### config.mk
export PLATFORM = sky130hd
export DESIGN_NAME = dsram_arbiter_flat
export DESIGN_NICKNAME = d
export VERILOG_FILES = /design/src/rtl/dsram_arbiter_pkg.sv /design/src/rtl/dsram_arbiter_if.sv /design/src/rtl/dsram_rd_tracker.sv /design/src/rtl/dsram_arbiter.sv /design/src/flat_wrapper.sv
export SDC_FILE = /design/constraint.sdc
export NUM_CORES = 1
export LEC_CHECK = 0
export ABC_AREA = 1
export CORE_AREA = 2 2 118 120
export DETAILED_ROUTE_END_ITERATION = 10
export DIE_AREA = 0 0 120 122
export GPL_ROUTABILITY_DRIVEN = 0
export HOLD_SLACK_MARGIN = 0.06
export PLACE_DENSITY_LB_ADDON = 0.1
export SLEW_MARGIN = 30
export SYNTH_ARGS = -nofsm -noshare
export SYNTH_HDL_FRONTEND = slang
export SYNTH_SLANG_ARGS = --single-unit
### constraint.sdc
create_clock -name clk -period 6.1 [get_ports clk]
set_clock_uncertainty 0.2 [all_clocks]
set_input_delay 1.22 -clock clk [delete_from_list [all_inputs] [get_ports clk]]
set_output_delay 1.22 -clock clk [all_outputs]
set_load 0.05 [all_outputs]
### src/rtl/dsram_arbiter_pkg.sv
// Shared constants and types for the data-SRAM arbiter: port indices,
// parameter defaults and the packed SRAM command used by the output mux.
package dsram_arbiter_pkg;

    localparam logic PORT_CPU = 1'b0;
    localparam logic PORT_AUX = 1'b1;

    localparam int unsigned STARVE_LIMIT_DEF = 4;
    localparam int unsigned CNT_W_DEF        = 4;

    typedef struct packed {
        logic [31:0] addr;
        logic [31:0] wdata;
        logic [3:0]  wen;
    } sram_cmd_t;

    localparam sram_cmd_t SRAM_IDLE = '0;

endpackage

### src/rtl/dsram_arbiter_if.sv
// Bus bundle between the two requesters, the arbiter and the data SRAM pins.
// master = requesters plus SRAM environment, slave = the arbiter itself.
interface dsram_arbiter_if;

    logic        m0_req;
    logic [31:0] m0_addr;
    logic [31:0] m0_wdata;
    logic [3:0]  m0_wen;
    logic        m0_gnt;
    logic [31:0] m0_rdata;
    logic        m0_rvalid;

    logic        m1_req;
    logic [31:0] m1_addr;
    logic [31:0] m1_wdata;
    logic [3:0]  m1_wen;
    logic        m1_gnt;
    logic [31:0] m1_rdata;
    logic        m1_rvalid;

    logic        data_sram_en;
    logic [3:0]  data_sram_wen;
    logic [31:0] data_sram_addr;
    logic [31:0] data_sram_wdata;
    logic [31:0] data_sram_rdata;

    modport master (
        output m0_req, m0_addr, m0_wdata, m0_wen,
        input  m0_gnt, m0_rdata, m0_rvalid,
        output m1_req, m1_addr, m1_wdata, m1_wen,
        input  m1_gnt, m1_rdata, m1_rvalid,
        input  data_sram_en, data_sram_wen, data_sram_addr, data_sram_wdata,
        output data_sram_rdata
    );

    modport slave (
        input  m0_req, m0_addr, m0_wdata, m0_wen,
        output m0_gnt, m0_rdata, m0_rvalid,
        input  m1_req, m1_addr, m1_wdata, m1_wen,
        output m1_gnt, m1_rdata, m1_rvalid,
        output data_sram_en, data_sram_wen, data_sram_addr, data_sram_wdata,
        input  data_sram_rdata
    );

endinterface

### src/rtl/dsram_rd_tracker.sv
// Remembers who issued the read granted last cycle and steers the
// single-cycle rvalid strobe back to that requester.
module dsram_rd_tracker
    import dsram_arbiter_pkg::*;
(
    input  logic clk,
    input  logic reset,
    input  logic rd_fire_i,
    input  logic rd_port_i,
    output logic m0_rvalid_o,
    output logic m1_rvalid_o
);

    logic rd_pend_q, rd_pend_d;
    logic rd_owner_q, rd_owner_d;

    always_comb begin
        rd_pend_d  = rd_fire_i;
        rd_owner_d = rd_fire_i ? rd_port_i : rd_owner_q;
    end

    // NOTE: sequential state uses non-blocking assignments so every flop samples pre-edge values.
    always_ff @(posedge clk) begin
        if (reset) begin
            rd_pend_q  <= 1'b0;
            rd_owner_q <= PORT_CPU;
        end else begin
            rd_pend_q  <= rd_pend_d;
            rd_owner_q <= rd_owner_d;
        end
    end

    // Strobes are forced low while reset is held so no stale return leaks out.
    assign m0_rvalid_o = !reset && rd_pend_q && (rd_owner_q == PORT_CPU);
    assign m1_rvalid_o = !reset && rd_pend_q && (rd_owner_q == PORT_AUX);

endmodule

### src/rtl/dsram_arbiter.sv
// Fixed-priority (CPU first) arbiter for the single-ported data SRAM, with a
// starvation counter that forces a port-1 grant after a bounded wait.
module dsram_arbiter
    import dsram_arbiter_pkg::*;
#(
    parameter int unsigned STARVE_LIMIT = STARVE_LIMIT_DEF,
    parameter int unsigned CNT_W        = CNT_W_DEF
) (
    input  logic           clk,
    input  logic           reset,
    dsram_arbiter_if.slave bus
);

    localparam logic [CNT_W-1:0] LIMIT = CNT_W'(STARVE_LIMIT);

    logic [CNT_W-1:0] starve_cnt_q, starve_cnt_d;
    logic             force1;
    logic             m0_gnt, m1_gnt, any_gnt;
    logic             rd_fire, rd_port;
    sram_cmd_t        m0_cmd, m1_cmd, sram_cmd;

    // Requests are ignored while reset is held, so nothing reaches the SRAM.
    assign force1  = bus.m1_req && (starve_cnt_q == LIMIT);
    assign m1_gnt  = !reset && bus.m1_req && (!bus.m0_req || force1);
    assign m0_gnt  = !reset && bus.m0_req && !m1_gnt;
    assign any_gnt = m0_gnt || m1_gnt;

    assign m0_cmd = '{addr: bus.m0_addr, wdata: bus.m0_wdata, wen: bus.m0_wen};
    assign m1_cmd = '{addr: bus.m1_addr, wdata: bus.m1_wdata, wen: bus.m1_wen};

    always_comb begin
        // NOTE: default assignment first so every path drives sram_cmd and no latch is inferred.
        sram_cmd = SRAM_IDLE;
        if (m1_gnt) begin
            sram_cmd = m1_cmd;
        end else if (m0_gnt) begin
            sram_cmd = m0_cmd;
        end
    end

    assign bus.m0_gnt          = m0_gnt;
    assign bus.m1_gnt          = m1_gnt;
    assign bus.data_sram_en    = any_gnt;
    assign bus.data_sram_wen   = sram_cmd.wen;
    assign bus.data_sram_addr  = sram_cmd.addr;
    assign bus.data_sram_wdata = sram_cmd.wdata;

    // Counts consecutive denied cycles of a pending port-1 request, saturating.
    always_comb begin
        starve_cnt_d = starve_cnt_q;
        if (m1_gnt || !bus.m1_req) begin
            starve_cnt_d = '0;
        end else if (starve_cnt_q != LIMIT) begin
            starve_cnt_d = starve_cnt_q + 1'b1;
        end
    end

    always_ff @(posedge clk) begin
        if (reset) begin
            starve_cnt_q <= '0;
        end else begin
            starve_cnt_q <= starve_cnt_d;
        end
    end

    assign rd_fire = any_gnt && (sram_cmd.wen == 4'h0);
    assign rd_port = m1_gnt ? PORT_AUX : PORT_CPU;

    dsram_rd_tracker u_rd_tracker (
        .clk         (clk),
        .reset       (reset),
        .rd_fire_i   (rd_fire),
        .rd_port_i   (rd_port),
        .m0_rvalid_o (bus.m0_rvalid),
        .m1_rvalid_o (bus.m1_rvalid)
    );

    // Read data is broadcast; only the rvalid strobe identifies the owner.
    assign bus.m0_rdata = bus.data_sram_rdata;
    assign bus.m1_rdata = bus.data_sram_rdata;

endmodule

### src/flat_wrapper.sv
// flat-port wrapper written by rule: the top's interface ports become plain ports
module dsram_arbiter_flat import dsram_arbiter_pkg::*;
#(
    parameter int unsigned STARVE_LIMIT = STARVE_LIMIT_DEF,
    parameter int unsigned CNT_W        = CNT_W_DEF
)
  (clk, reset, bus_m0_req, bus_m0_addr, bus_m0_wdata, bus_m0_wen, bus_m0_gnt, bus_m0_rdata, bus_m0_rvalid, bus_m1_req, bus_m1_addr, bus_m1_wdata, bus_m1_wen, bus_m1_gnt, bus_m1_rdata, bus_m1_rvalid, bus_data_sram_en, bus_data_sram_wen, bus_data_sram_addr, bus_data_sram_wdata, bus_data_sram_rdata);
  dsram_arbiter_if bus_i ();
  input  logic clk;
  input  logic reset;
  input wire logic [$bits(bus_i.m0_req)-1:0] bus_m0_req;
  input wire logic [$bits(bus_i.m0_addr)-1:0] bus_m0_addr;
  input wire logic [$bits(bus_i.m0_wdata)-1:0] bus_m0_wdata;
  input wire logic [$bits(bus_i.m0_wen)-1:0] bus_m0_wen;
  output wire logic [$bits(bus_i.m0_gnt)-1:0] bus_m0_gnt;
  output wire logic [$bits(bus_i.m0_rdata)-1:0] bus_m0_rdata;
  output wire logic [$bits(bus_i.m0_rvalid)-1:0] bus_m0_rvalid;
  input wire logic [$bits(bus_i.m1_req)-1:0] bus_m1_req;
  input wire logic [$bits(bus_i.m1_addr)-1:0] bus_m1_addr;
  input wire logic [$bits(bus_i.m1_wdata)-1:0] bus_m1_wdata;
  input wire logic [$bits(bus_i.m1_wen)-1:0] bus_m1_wen;
  output wire logic [$bits(bus_i.m1_gnt)-1:0] bus_m1_gnt;
  output wire logic [$bits(bus_i.m1_rdata)-1:0] bus_m1_rdata;
  output wire logic [$bits(bus_i.m1_rvalid)-1:0] bus_m1_rvalid;
  output wire logic [$bits(bus_i.data_sram_en)-1:0] bus_data_sram_en;
  output wire logic [$bits(bus_i.data_sram_wen)-1:0] bus_data_sram_wen;
  output wire logic [$bits(bus_i.data_sram_addr)-1:0] bus_data_sram_addr;
  output wire logic [$bits(bus_i.data_sram_wdata)-1:0] bus_data_sram_wdata;
  input wire logic [$bits(bus_i.data_sram_rdata)-1:0] bus_data_sram_rdata;
  assign bus_i.m0_req = bus_m0_req;
  assign bus_i.m0_addr = bus_m0_addr;
  assign bus_i.m0_wdata = bus_m0_wdata;
  assign bus_i.m0_wen = bus_m0_wen;
  assign bus_m0_gnt = bus_i.m0_gnt;
  assign bus_m0_rdata = bus_i.m0_rdata;
  assign bus_m0_rvalid = bus_i.m0_rvalid;
  assign bus_i.m1_req = bus_m1_req;
  assign bus_i.m1_addr = bus_m1_addr;
  assign bus_i.m1_wdata = bus_m1_wdata;
  assign bus_i.m1_wen = bus_m1_wen;
  assign bus_m1_gnt = bus_i.m1_gnt;
  assign bus_m1_rdata = bus_i.m1_rdata;
  assign bus_m1_rvalid = bus_i.m1_rvalid;
  assign bus_data_sram_en = bus_i.data_sram_en;
  assign bus_data_sram_wen = bus_i.data_sram_wen;
  assign bus_data_sram_addr = bus_i.data_sram_addr;
  assign bus_data_sram_wdata = bus_i.data_sram_wdata;
  assign bus_i.data_sram_rdata = bus_data_sram_rdata;
  dsram_arbiter #(.STARVE_LIMIT(STARVE_LIMIT), .CNT_W(CNT_W)) u_core (.clk(clk), .reset(reset), .bus(bus_i));
endmodule
==> results of run 1 <==
-- worst max-delay path: cells and delay by family --
family / cells / cell delay (ns)
AND/OR/NAND/NOR: 2 / 0.37
buffers and inverters: 5 / 1.96
AO/OA/AOI/OAI: 1 / 0.19
-- cells in the mapped netlist, drive strengths merged --
cell type	n	area share, %
xor2	1	0.57
ha	2	1.6
inv	11	2.7
nand3	9	3.3
nand4	1	0.41
xnor2	1	0.57
nor3	2	0.65
buf	78	39
nor2	9	2.2
nand2	14	3.7
a21oi	2	0.65
a22o	64	36
dfxtp	6	7.8
-- final cells by class --
type	count	area [um^2]	area share (%)
clock buffer	3	75.1	2.21
inverter	11	41.3	1.22
multi-input combinational	105	771	22.7
sequential	6	120	3.54
tap	180	225	6.64
timing repair buffer	215	2160	63.6
-- where the power goes --
| group | switching, mW | internal [mW] |
|---|---|---|
| logic | 0.153 | 0.146 |
| registers | 0.000794 | 0.0410 |
| clock network | 0.0203 | 0.0840 |
-- metal layers --
layer  vias up  wire length, um  global-route usage, %
met5         -                0                      0
met4         0              191                   3.09
met3        16              878                   3.46
met2       133             3470                   15.0
met1       847             2900                   10.6
li1        942                -                      -
-- state kept, by name, summed over array words and instances, names as in the netlist --
| signal | flops |
|---|---|
| u_core.starve_cnt_q | 4 |
| u_core.u_rd_tracker.rd_owner_q | 1 |
| u_core.u_rd_tracker.rd_pend_q | 1 |
-- cells by family (layout without fill, tap and decap cells) --
family	after synthesis	after routing	share of synthesized area, %
AO/OA/AOI/OAI	66	66	37.1
XOR/XNOR	2	2	1.14
adder cells (fa/ha/maj)	2	2	1.63
buffers and inverters	89	229	42.0
flip-flops	6	6	7.82
AND/OR/NAND/NOR	35	35	10.3
-- path summary, 6_finish.rpt --
path | cells after the start | to | slack, ns
max reg2reg | 14 | u_core.u_rd_tracker.rd_owner_q | 4.02
min | 1 | u_core.starve_cnt_q[0] | 0.25
max | 8 | bus_data_sram_wdata[20] | 0.89
min reg2reg | 1 | u_core.starve_cnt_q[0] | 0.25
-- through the flow --
step,setup WS (ns),cells
6_report,0.891,520
3_3_place_gp,0.852,517
5_1_grt,0.698,520
3_5_place_dp,0.828,517
4_1_cts,0.826,520
2_1_floorplan,2.21,200
==> metrics.md, run 1 <==
| Metric | Value |
|---|---|
| Number of buffers created by CTS | 3 |
| DR WL/cell | 14.3 um |
| Number of hold buffers added after CTS | 0 |
| Cell-by-cell trace of the critical path | clkdlybuf4s50_1 > inv_1 > nor2_1 > nand2_1 > inv_2 > buf_12 > a22o_1 > clkdlybuf4s50_1 |
| Setup tns final | 0 ns |
| CP Data Arrival Time | 3.79 ns |
| Start point of the worst min-delay path | u_core.starve_cnt_q[0] |
| Via count | 1,938 |
| Antenna violations before repair | 0 |
| Clock tree root buffer cell | clkbuf_16 |
| Port Buffer Count | 212 |
| # resized after CTS | 0 |
| Number of DRC violations after detailed-routing iteration 0 | 29 |
| Share of synthesized area occupied by flip-flops and latches | between 7 and 8% |
| Worst skew pair latency | 0.22 ns |
| Share of the core filled with cells in the final layout | 25.1% |
| Most common library cell in the layout ignoring fill and taps | clkdlybuf4s50_1 |
| Clock sink count | 6 |
| Final Cycle Share | a little under nine tenths |
| Status | finished, final reports clean |
| Total Wirelength | 7440 um |
| Launching element type of the critical path | input pin |
| Final HPWL DP | 6170 um |
| Ports | 309 |
| Layout-stage area growth over the synthesis result | 121% |
| Area of the die | 14,600 um^2 |
| Residual overflow from global routing | 0 |
| Placed Area | 3310 um^2 |
| Filler cell count in the final layout | 1,439 |
| Number of diodes added for antenna fixing | 0 |
| Post-Synthesis Cells | 200 |
| Via density per instance | 3.73 |
| Class of the most critical setup path | input pin to primary output |
| Final max-slew violation count | 0 |
| Number of global-route vias before repair | 1,878 |
| Maximum fanout along the worst path | 49 |
| Maximum single-stage delay on the critical path | ~0.80 ns |
| Layout cells sized above 1 | around 3.5% |
| Post-Synthesis Mean Instance Area | 7.68 um^2 |
| Chip width | 120 um |
| Clock-pin slew on the worst setup and hold paths | around 0.03 ns |
| Slowest library cell on the worst path | clkdlybuf4s50_1 |
| Setup repair after global routing missed its margin | false |
| Final worst hold slack | 0.254 ns |
| Netlist area before placement | 1540 um^2 |
| Worst Tran Pin Value | 0.528 ns |
| Crit end category | primary output |
| Total routing resource utilization after global routing | 8.99% |
| Highest achievable clock rate | approximately 190 MHz |
| CP required | between 4 and 5 ns |
| Final Hold Viols | 0 |
| Period minus WS final | 5.21 ns |
| Initial core utilization | 11.4% |
| Beginning of the critical path | bus_m0_req |
| Wire length of the first global-routing pass | 10,500 um |
| Height of the die | 122 um |
| Synthesized net count | 374 |
| Number of setup buffers added after CTS | 0 |
| Worst-case clock buffer depth | 2 |
| Worst vdd rail ir drop | 0.0000763 V |
| Yosys reg bits | 6 |
| Leading cell types in the layout, fill and taps excluded | 212 x clkdlybuf4s50_1, 64 x a22o_1, 12 x nand2_1, 9 x nor2_1 |
| Maximum number of pins on one net before global-route repair | 50 |
| Final-stage net count | 516 |
| Number of H-tree branching levels | 1 |
| CTS tree | built |
| Most frequent CP cell | clkdlybuf4s50_1 |
| Leakage component of the power | between 1 and 1.5 nW |
| Total power divided by cell area | 131 nW/um^2 |
| Worst min-delay path category | flop to flop |
| Setup Viol. Count Final | 0 |
| DRC viols | 0 |
| Max-slew headroom at the worst pin | 64.7% |
| Number of rows created at floorplan | 43 |
| # Max-Cap Violations | 0 |
| Pwr Total | between 400 and 500 uW |
| Finished Cell Area | 3390 um^2 |
| Crit Reg-Reg Startpoint | u_core.starve_cnt_q[1] |
| Router iterations before antenna repair | 4 |
| Core footprint | 13,500 um^2 |
| Remaining antenna violation count | 0 |
| Ys Warns | 0 |
| Count of distinct cell types in the synthesized netlist | 18 |
Note: power is estimated with default switching activity, not from simulation.
==> run 2: changes to the inputs <==
- PLACE_DENSITY_LB_ADDON: 0.1 -> 0.05
==> metrics.md, run 2 (synthesized netlist as in run 1, its figures left out) <==
| Metric | Value |
|---|---|
| Status | finished, final reports clean |
| Leakage component of the power | 1.30 nW (+0.51%) |
| Total power divided by cell area | 132 nW/um^2 (+0.38%) |
| Chip width | 120 um (unchanged) |
| CP required | 4.68 ns (about the same) |
| Setup tns final | 0 ns (unchanged) |
| Worst min-delay path category | flop to flop |
| DR WL/cell | 15.6 um (+8.7%) |
| Final Hold Viols | 0 (unchanged) |
| Period minus WS final | 5.27 ns (+0.0596 ns) |
| Number of DRC violations after detailed-routing iteration 0 | 51 (+76%) |
| Total internal power | 273 uW (+0.67%) |
| Filler cell count in the final layout | 1,456 (+1.2%) |
| Multi-input gate area in the final layout | 771 um^2 (unchanged) |
| Portion of total power attributed to sequential cells | 9.3% (about the same) |
| Combinational cell fraction of total power | 67.4% (+0.2 points) |
| CP Data Arrival Time | 3.85 ns (+0.06 ns) |
| Number of diodes added for antenna fixing | 0 (unchanged) |
| Height of the die | 122 um (unchanged) |
| Maximum fanout along the worst path | 24 (-51%) |
| Number of rows created at floorplan | 43 (unchanged) |
| Setup repair after global routing missed its margin | false |
| Pwr Total | 450 uW (+1.1%) |
| Crit end category | primary output |
| Final HPWL DP | 6670 um (+8.1%) |
| Class of the most critical setup path | input pin to primary output |
| Antenna violations before repair | 0 (unchanged) |
| Highest achievable clock rate | 190 MHz (-1.1%) |
| Worst skew pair latency | 0.23 ns (about the same) |
| Max FFs per register | 4 (unchanged) |
| Residual overflow from global routing | 0 (unchanged) |
| Final-stage net count | 516 (unchanged) |
| Number of buffers created by CTS | 3 (unchanged) |
| Number of H-tree branching levels | 1 (unchanged) |
| Port Buffer Count | 212 (unchanged) |
| Core footprint | 13,500 um^2 (unchanged) |
| Number of hold buffers added after CTS | 0 (unchanged) |
| Clock-pin slew on the worst setup and hold paths | 0.03 ns (about the same) |
| Remaining antenna violation count | 0 (unchanged) |
| Router iterations before antenna repair | 4 (unchanged) |
| CTS tree | built |
| Layout cells sized above 1 | 3.53% (unchanged) |
| Number of global-route vias before repair | 1,952 (+3.9%) |
| # Max-Cap Violations | 0 (unchanged) |
| Post-Place Worst Slack | 0.819 ns (-0.00926 ns) |
| Portion of total power attributed to the clock network | 23.3% (about the same) |
| Worst-case clock buffer depth | 2 (unchanged) |
| # resized after CTS | 0 (unchanged) |
| Switching fraction of total power | 39.4% (+0.27 points) |
| Setup Viol. Count Final | 0 (unchanged) |
| Final setup margin | 0.831 ns (-0.0596 ns) |
| Initial core utilization | 11.4% (unchanged) |
| Clock sink count | 6 (unchanged) |
| Maximum number of pins on one net before global-route repair | 53 (+6.0%) |
| Worst Tran Pin Value | 0.559 ns (+0.0312 ns) |
| Clock tree root buffer cell | clkbuf_16 |
| Via count | 1,969 (+1.6%) |
| Layout-stage area growth over the synthesis result | 122% |
| Top flop regs | u_core.starve_cnt_q x4, u_core.u_rd_tracker.rd_owner_q x1, u_core.u_rd_tracker.rd_pend_q x1 |
| Switching power of the nets | 177 uW (+1.8%) |
| Wire length of the first global-routing pass | 11,400 um (+8.0%) |
| Register-to-register setup slack | 3.75 ns (-0.27 ns) |
| DRC viols | 0 (unchanged) |
| Leading cell types in the layout, fill and taps excluded | 212 x clkdlybuf4s50_1, 64 x a22o_1, 12 x nand2_1, 9 x nor2_1 |
| Number of setup buffers added after CTS | 0 (unchanged) |
| Final Cycle Share | 86.4% (+0.98 points) |
| Most common library cell in the layout ignoring fill and taps | clkdlybuf4s50_1 |
| Register containing the most flip-flops in the final layout | u_core.starve_cnt_q |
| Area of the die | 14,600 um^2 (unchanged) |
| Launching element type of the critical path | input pin |
| Via density per instance | 3.79 (+1.6%) |
| Worst vdd rail ir drop | 0.000159 V (+110%) |
| Ports | 309 (unchanged) |
| Max-slew headroom at the worst pin | 62.7% (-2.0 points) |
| Area occupied by registers | 120 um^2 (unchanged) |
| Total Wirelength | 8090 um (+8.7%) |
| Total routing resource utilization after global routing | 9.98% (+0.99 points) |
| Final max-slew violation count | 0 (unchanged) |
## run 2: cell count changes in the layout (fill, tap and decap cells not counted)
cell / change
buf_12: +2
buf_4: -2
## run 2: layer usage
layer / vias up / GRT usage (%) / wire (um)
li1: 940 / - / -
met1: 888 / 10.4 / 2890
met2: 126 / 19.3 / 4270
met3: 15 / 3.42 / 851
met4: 0 / 1.91 / 74
met5: - / 0 / 0
## run 2: worst max-delay path: stages
cell and delay, ns:
clkdlybuf4s50_1 0.53, inv_1 0.07, nor2_1 0.26, nand2_1 0.11
inv_2 0.43, buf_12 0.25, a22o_1 0.14, clkdlybuf4s50_1 0.82
## run 2: worst paths after layout
check	endpoint	startpoint	depth (start not counted)
worst max-delay path	bus_data_sram_wdata[31]	bus_m0_req	8
worst min-delay path	u_core.starve_cnt_q[0]	u_core.starve_cnt_q[0]	1
worst max register to register	u_core.u_rd_tracker.rd_owner_q	u_core.starve_cnt_q[0]	14
worst min register to register	u_core.starve_cnt_q[0]	u_core.starve_cnt_q[0]	1
## run 2: through the flow
step           utilization (%)  hold WS, ns  instance area, um^2  instances
6_report                  25.3        0.273                 3410        520
5_1_grt                   25.3        0.301                 3410        520
4_1_cts                   25.3        0.272                 3410        520
3_5_place_dp              24.7        0.267                 3340        517
3_3_place_gp              24.7        0.254                 3340        517
2_1_floorplan                -        0.230                 1540        200
## run 2: area by class of cell
type | count | share of cell area [%]
timing repair buffer | 215 | 63.9
multi-input combinational | 105 | 22.6
tap | 180 | 6.60
sequential | 6 | 3.52
clock buffer | 3 | 2.20
inverter | 11 | 1.21
## run 2: power groups by stage
stage / Combinational [mW] / Clock, mW / Sequential [mW]
floorplan: 0.266 / 0 / 0.0421
global placement: 0.307 / 0 / 0.0424
detailed placement: 0.306 / 0 / 0.0424
CTS: 0.307 / 0.108 / 0.0419
global route: 0.318 / 0.111 / 0.0420
finish: 0.304 / 0.105 / 0.0419
==> run 3: changes to the inputs <==
- CTS_CLUSTER_SIZE: not set -> 24
- REMOVE_ABC_BUFFERS: not set -> 1
==> metrics.md, run 3 (synthesized netlist as in run 1, its figures left out) <==
| Metric | Value |
|---|---|
| Finished Cell Area | 3400 um^2 (-0.51%) |
| Switching fraction of total power | 40.5% (+1.1 points) |
| Final setup margin | 0.981 ns (+0.149 ns) |
| Via count | 2,133 (+8.3%) |
| # resized after CTS | 0 (unchanged) |
| Worst min-delay path category | flop to flop |
| DRC viols | 0 (unchanged) |
| Leading cell types in the layout, fill and taps excluded | 212 x clkdlybuf4s50_1, 64 x a22o_1, 12 x nand2_1, 9 x nor2_1 |
| Leakage component of the power | 1.29 nW (-0.67%) |
| Remaining antenna violation count | 0 (unchanged) |
| Number of buffers created by CTS | 3 (unchanged) |
| CTS tree | built |
| Start point of the worst min-delay path | u_core.starve_cnt_q[0] |
| Height of the die | 122 um (unchanged) |
| Period minus WS final | 5.12 ns (-0.149 ns) |
| Placed Area | 3320 um^2 (-0.60%) |
| Residual overflow from global routing | 0 (unchanged) |
| Final Cycle Share | 83.9% (-2.4 points) |
| Pwr Total | 457 uW (+1.4%) |
| Number of hold buffers added after CTS | 0 (unchanged) |
| Via density per instance | 4.10 (+8.3%) |
| Filler cell count in the final layout | 1,488 (+2.2%) |
| Max-slew headroom at the worst pin | 59.2% (-3.5 points) |
| Maximum fanout along the worst path | 61 (+150%) |
| Number of DRC violations after detailed-routing iteration 0 | 66 (+29%) |
| Area of the die | 14,600 um^2 (unchanged) |
| Clock-pin slew on the worst setup and hold paths | 0.03 ns (about the same) |
| Highest achievable clock rate | 195 MHz (+2.9%) |
| Area occupied by registers | 120 um^2 (unchanged) |
| Setup tns final | 0 ns (unchanged) |
| Portion of total power attributed to the clock network | 23.2% (about the same) |
| Post-Place Worst Slack | 0.957 ns (+0.137 ns) |
| Crit Reg-Reg Startpoint | u_core.starve_cnt_q[0] |
| Max FFs per register | 4 (unchanged) |
| Port Buffer Count | 212 (unchanged) |
| Multi-input gate area in the final layout | 771 um^2 (unchanged) |
| Layout cells sized above 1 | 3.24% (-0.28 points) |
| Final-stage net count | 515 (-0.19%) |
| Top flop regs | u_core.starve_cnt_q x4, u_core.u_rd_tracker.rd_owner_q x1, u_core.u_rd_tracker.rd_pend_q x1 |
| Ports | 309 (unchanged) |
| Total routing resource utilization after global routing | 15.9% (+5.9 points) |
| Initial core utilization | 11.4% (unchanged) |
| Maximum number of pins on one net before global-route repair | 66 (+25%) |
| Final Hold Viols | 0 (unchanged) |
| Setup Viol. Count Final | 0 (unchanged) |
| Final max-slew violation count | 0 (unchanged) |
| Setup repair after global routing missed its margin | false |
| Number of rows created at floorplan | 43 (unchanged) |
| Core footprint | 13,500 um^2 (unchanged) |
| Launching element type of the critical path | input pin |
| DR WL/cell | 24.1 um (+55%) |
| Combinational cell fraction of total power | 67.7% (+0.3 points) |
| Final worst hold slack | 0.256 ns (-0.0163 ns) |
| Number of global-route vias before repair | 2,216 (+14%) |
| Number of setup buffers added after CTS | 0 (unchanged) |
| Switching power of the nets | 185 uW (+4.2%) |
| # Max-Cap Violations | 0 (unchanged) |
| Portion of total power attributed to sequential cells | 9.1% (-0.2 points) |
| Clock tree root buffer cell | clkbuf_16 |
| CP Data Arrival Time | 3.70 ns (-0.15 ns) |
| Worst vdd rail ir drop | 0.0000694 V (-56%) |
| Total power divided by cell area | 134 nW/um^2 (+1.9%) |
| CP required | 4.68 ns (about the same) |
| Beginning of the critical path | reset |
| Worst Tran Pin Value | 0.609 ns (+0.0507 ns) |
| Final HPWL DP | 10,600 um (+59%) |
| Worst skew pair latency | 0.23 ns (about the same) |
| Chip width | 120 um (unchanged) |
| Clock sink count | 6 (unchanged) |
| Total Wirelength | 12,500 um (+55%) |
| Total internal power | 272 uW (-0.40%) |
| Router iterations before antenna repair | 4 (unchanged) |
| Worst-case clock buffer depth | 2 (unchanged) |
| Layout-stage area growth over the synthesis result | 121% |
| Wire length of the first global-routing pass | 16,400 um (+44%) |
| Number of H-tree branching levels | 1 (unchanged) |
| Status | finished, final reports clean |
| Class of the most critical setup path | input pin to primary output |
| Antenna violations before repair | 3 (+3) |
| Crit end category | primary output |
| Most common library cell in the layout ignoring fill and taps | clkdlybuf4s50_1 |
| Register containing the most flip-flops in the final layout | u_core.starve_cnt_q |
==> run 3: worst max-delay path, cell delays in order <==
cell and delay [ns]:
clkdlybuf4s50_1 0.50, nor2_1 0.25, nand2_2 0.14, inv_2 0.19, buf_12 0.29, a22o_1 0.19
clkdlybuf4s50_1 0.87
==> run 3: worst paths after layout <==
kind / slack, ns / cells past startpoint / end
setup / recovery: 0.98 / 7 / bus_data_sram_wdata[8]
hold / removal: 0.26 / 1 / u_core.starve_cnt_q[0]
setup reg to reg: 4.17 / 12 / u_core.u_rd_tracker.rd_owner_q
hold reg to reg: 0.26 / 1 / u_core.starve_cnt_q[0]
==> run 3: power by group through the flow <==
stage          Sequential, mW  Combinational, mW  Clock (mW)
3_3_place_gp           0.0424              0.314           0
6_report               0.0418              0.309       0.106
4_1_cts                0.0418              0.312       0.107
3_5_place_dp           0.0423              0.310           0
5_1_grt                0.0420              0.324       0.110
2_1_floorplan          0.0421              0.145           0
==> run 3: routing by layer <==
metal,vias to the layer above,share of wire (%),GRT usage (%)
met5,-,1.2,8.68
met4,8,0.51,1.10
met3,15,22,16.4
met2,240,35,18.7
met1,932,41,19.5
li1,938,-,-
==> run 3: cell type report <==
| cell class | count | area share, % |
|---|---|---|
| inverters | 11 | 1.22 |
| multi-input cells | 105 | 22.7 |
| flip-flops and latches | 6 | 3.54 |
| well taps | 180 | 6.63 |
| diodes | 1 | 0.0737 |
| repair buffers | 214 | 63.6 |
| clock buffers | 3 | 2.21 |
==> run 3: stage by stage <==
stage,util [%],std cells
6_report,25.2,520
5_1_grt,25.1,519
4_1_cts,25.1,519
3_5_place_dp,24.6,516
3_3_place_gp,24.6,516
2_1_floorplan,-,122
==> edit, RTL diff (settings of run 3) <==
`CNT_W_DEF`: 4 -> 6.
--- a/src/rtl/dsram_arbiter_pkg.sv
+++ b/src/rtl/dsram_arbiter_pkg.sv
@@ -8,3 +8,3 @@
     localparam int unsigned STARVE_LIMIT_DEF = 4;
-    localparam int unsigned CNT_W_DEF        = 4;
+    localparam int unsigned CNT_W_DEF        = 6;
 
Function: same outputs for any inputs over 10 cycles, from zero or initial values and one cycle with reset high; that may be too few to reach the edited logic, so the function may still have changed.
==> edit against run 3 <==
  * Wire length barely moved
  * Cell area rose by 2.9%
  * Core utilization rose by 0.72 points
  * Sequential cell count rose by 2
  * Setup slack improved by 27 ps
  * Final cell count rose by 2.7%
  * Register-to-register slack got worse by 190 ps
  * Power rose by 4.4%
  * Area after synthesis rose by 8.2%
  * Critical path type unchanged
  * Largest power group unchanged
==> edit: results (changes against run 3) <==
* Final instance count without filler cells: 534 (+2.7%)
- The global-route usage over all layers was 0.1632 (+0.004574).
* Hold Slack: 274.3 ps (+17.82 ps)
* Slew at the pin closest to its max-slew limit: 574.1 ps (-35.31 ps)
- The final design utilization was 0.2588 (+0.007227).
* Synth Instances: 214 (+7.0%)
* Metal3 WL: 2391 um (-15%)
- Clk cell area share: 0.02148 (-0.0006171)
- Largest net degree at the start of global routing: 56 (-15%)
- Inverters: 12 (+1)
- GR Util met2: 0.1928 (+0.005682)
- Wire per inst: 23.46 um (-2.7%)
* Biggest registers after layout: u_core.starve_cnt_q (6), u_core.u_rd_tracker.rd_owner_q (1), u_core.u_rd_tracker.rd_pend_q (1)
- Post-place instance area: 0.003420 mm2 (+3.0%)
* Xor/xnor share of the synthesized area: 0.01053 (-0.0008664)
* Seq/Total Area, Yosys: 0.09631 (+0.01814)
- The worst IR drop on VDD was 0.06174 mV (-11%).
- The global routing met1 resource utilization came to 0.2179 (+0.02319).
* Total number of nets in the final design: 530 (+2.9%)
* First-pass GRT wire length: 16,910 um (+3.0%)
- The critical-path maximum fanout is 33 (-46%).
* Int Power: 286.0 uW (+5.2%)
- Number of multi-input logic gates: 116 (+10%)
- Leading cell types by count after synthesis: 64 x sky130_fd_sc_hd__a22o_1, 64 x sky130_fd_sc_hd__buf_4, 14 x sky130_fd_sc_hd__nand2_1, 12 x sky130_fd_sc_hd__buf_6, 11 x sky130_fd_sc_hd__nor2_1
* FILL cells: 1,496 (+0.54%)
- Worst slack, placed: 948.2 ps (-8.315 ps)
- Footprint of the flip-flops and latches: 160.2 um2 (+33%)
- Buffers excl. clock: 215 (+0.47%)
- The routing usage on met3 is 0.1428 (-0.02154).
- Minimum clock period after layout: 5093 ps (-26.60 ps)
* Number of distinct standard cells referenced by the synthesized netlist: 20 (+2)
- The count of clock tree sinks was 8 (+2).
- Run status: complete, no violations
- Adder and majority gate portion of the synthesized area: 0.01505 (-0.001238)
* DRT met1 WL: 5589 um (+7.7%)
* Number of global-route vias before repair: 2,259 (+1.9%)
* Arrival time at the worst endpoint: 3670 ps (-30 ps)
- The total sequential power was 55.3 uW (+32%).
- Number of inserted diodes: 0 (-1)
- Critical R2R Launch: u_core.starve_cnt_q[1]$_SDFFE_PP0P_
- Synth Area in Compound Gates: 0.3491 (-0.02220)
edit: cell count changes in the layout (fill, tap and decap cells not counted), sizes merged, moves of 2 or more:
cell	change
dfxtp	+2
nand2	+3
a21oi	+2
nand4	+2
nand3	+2
nor2	+2
edit: how the worst max path moves through the flow:
stage,startpoint,end,cells past startpoint
3_3_place_gp,bus_m0_req,bus_data_sram_addr[20],8
4_1_cts,bus_m0_req,bus_data_sram_addr[20],8
3_5_place_dp,bus_m0_req,bus_data_sram_addr[20],8
6_report,bus_m0_req,bus_data_sram_addr[20],8
2_1_floorplan,bus_m0_req,bus_data_sram_addr[0],5
5_1_grt,bus_m0_req,bus_data_sram_addr[20],8
edit: cells by family after synthesis:
| group | after synthesis |
|---|---|
| adders and majority gates | 2 |
| xor gates and xnor gates | 2 |
| AOI/OAI and AO/OA | 68 |
| and+or+nand+nor | 44 |
| buffers and inverters | 90 |
| DFF | 8 |
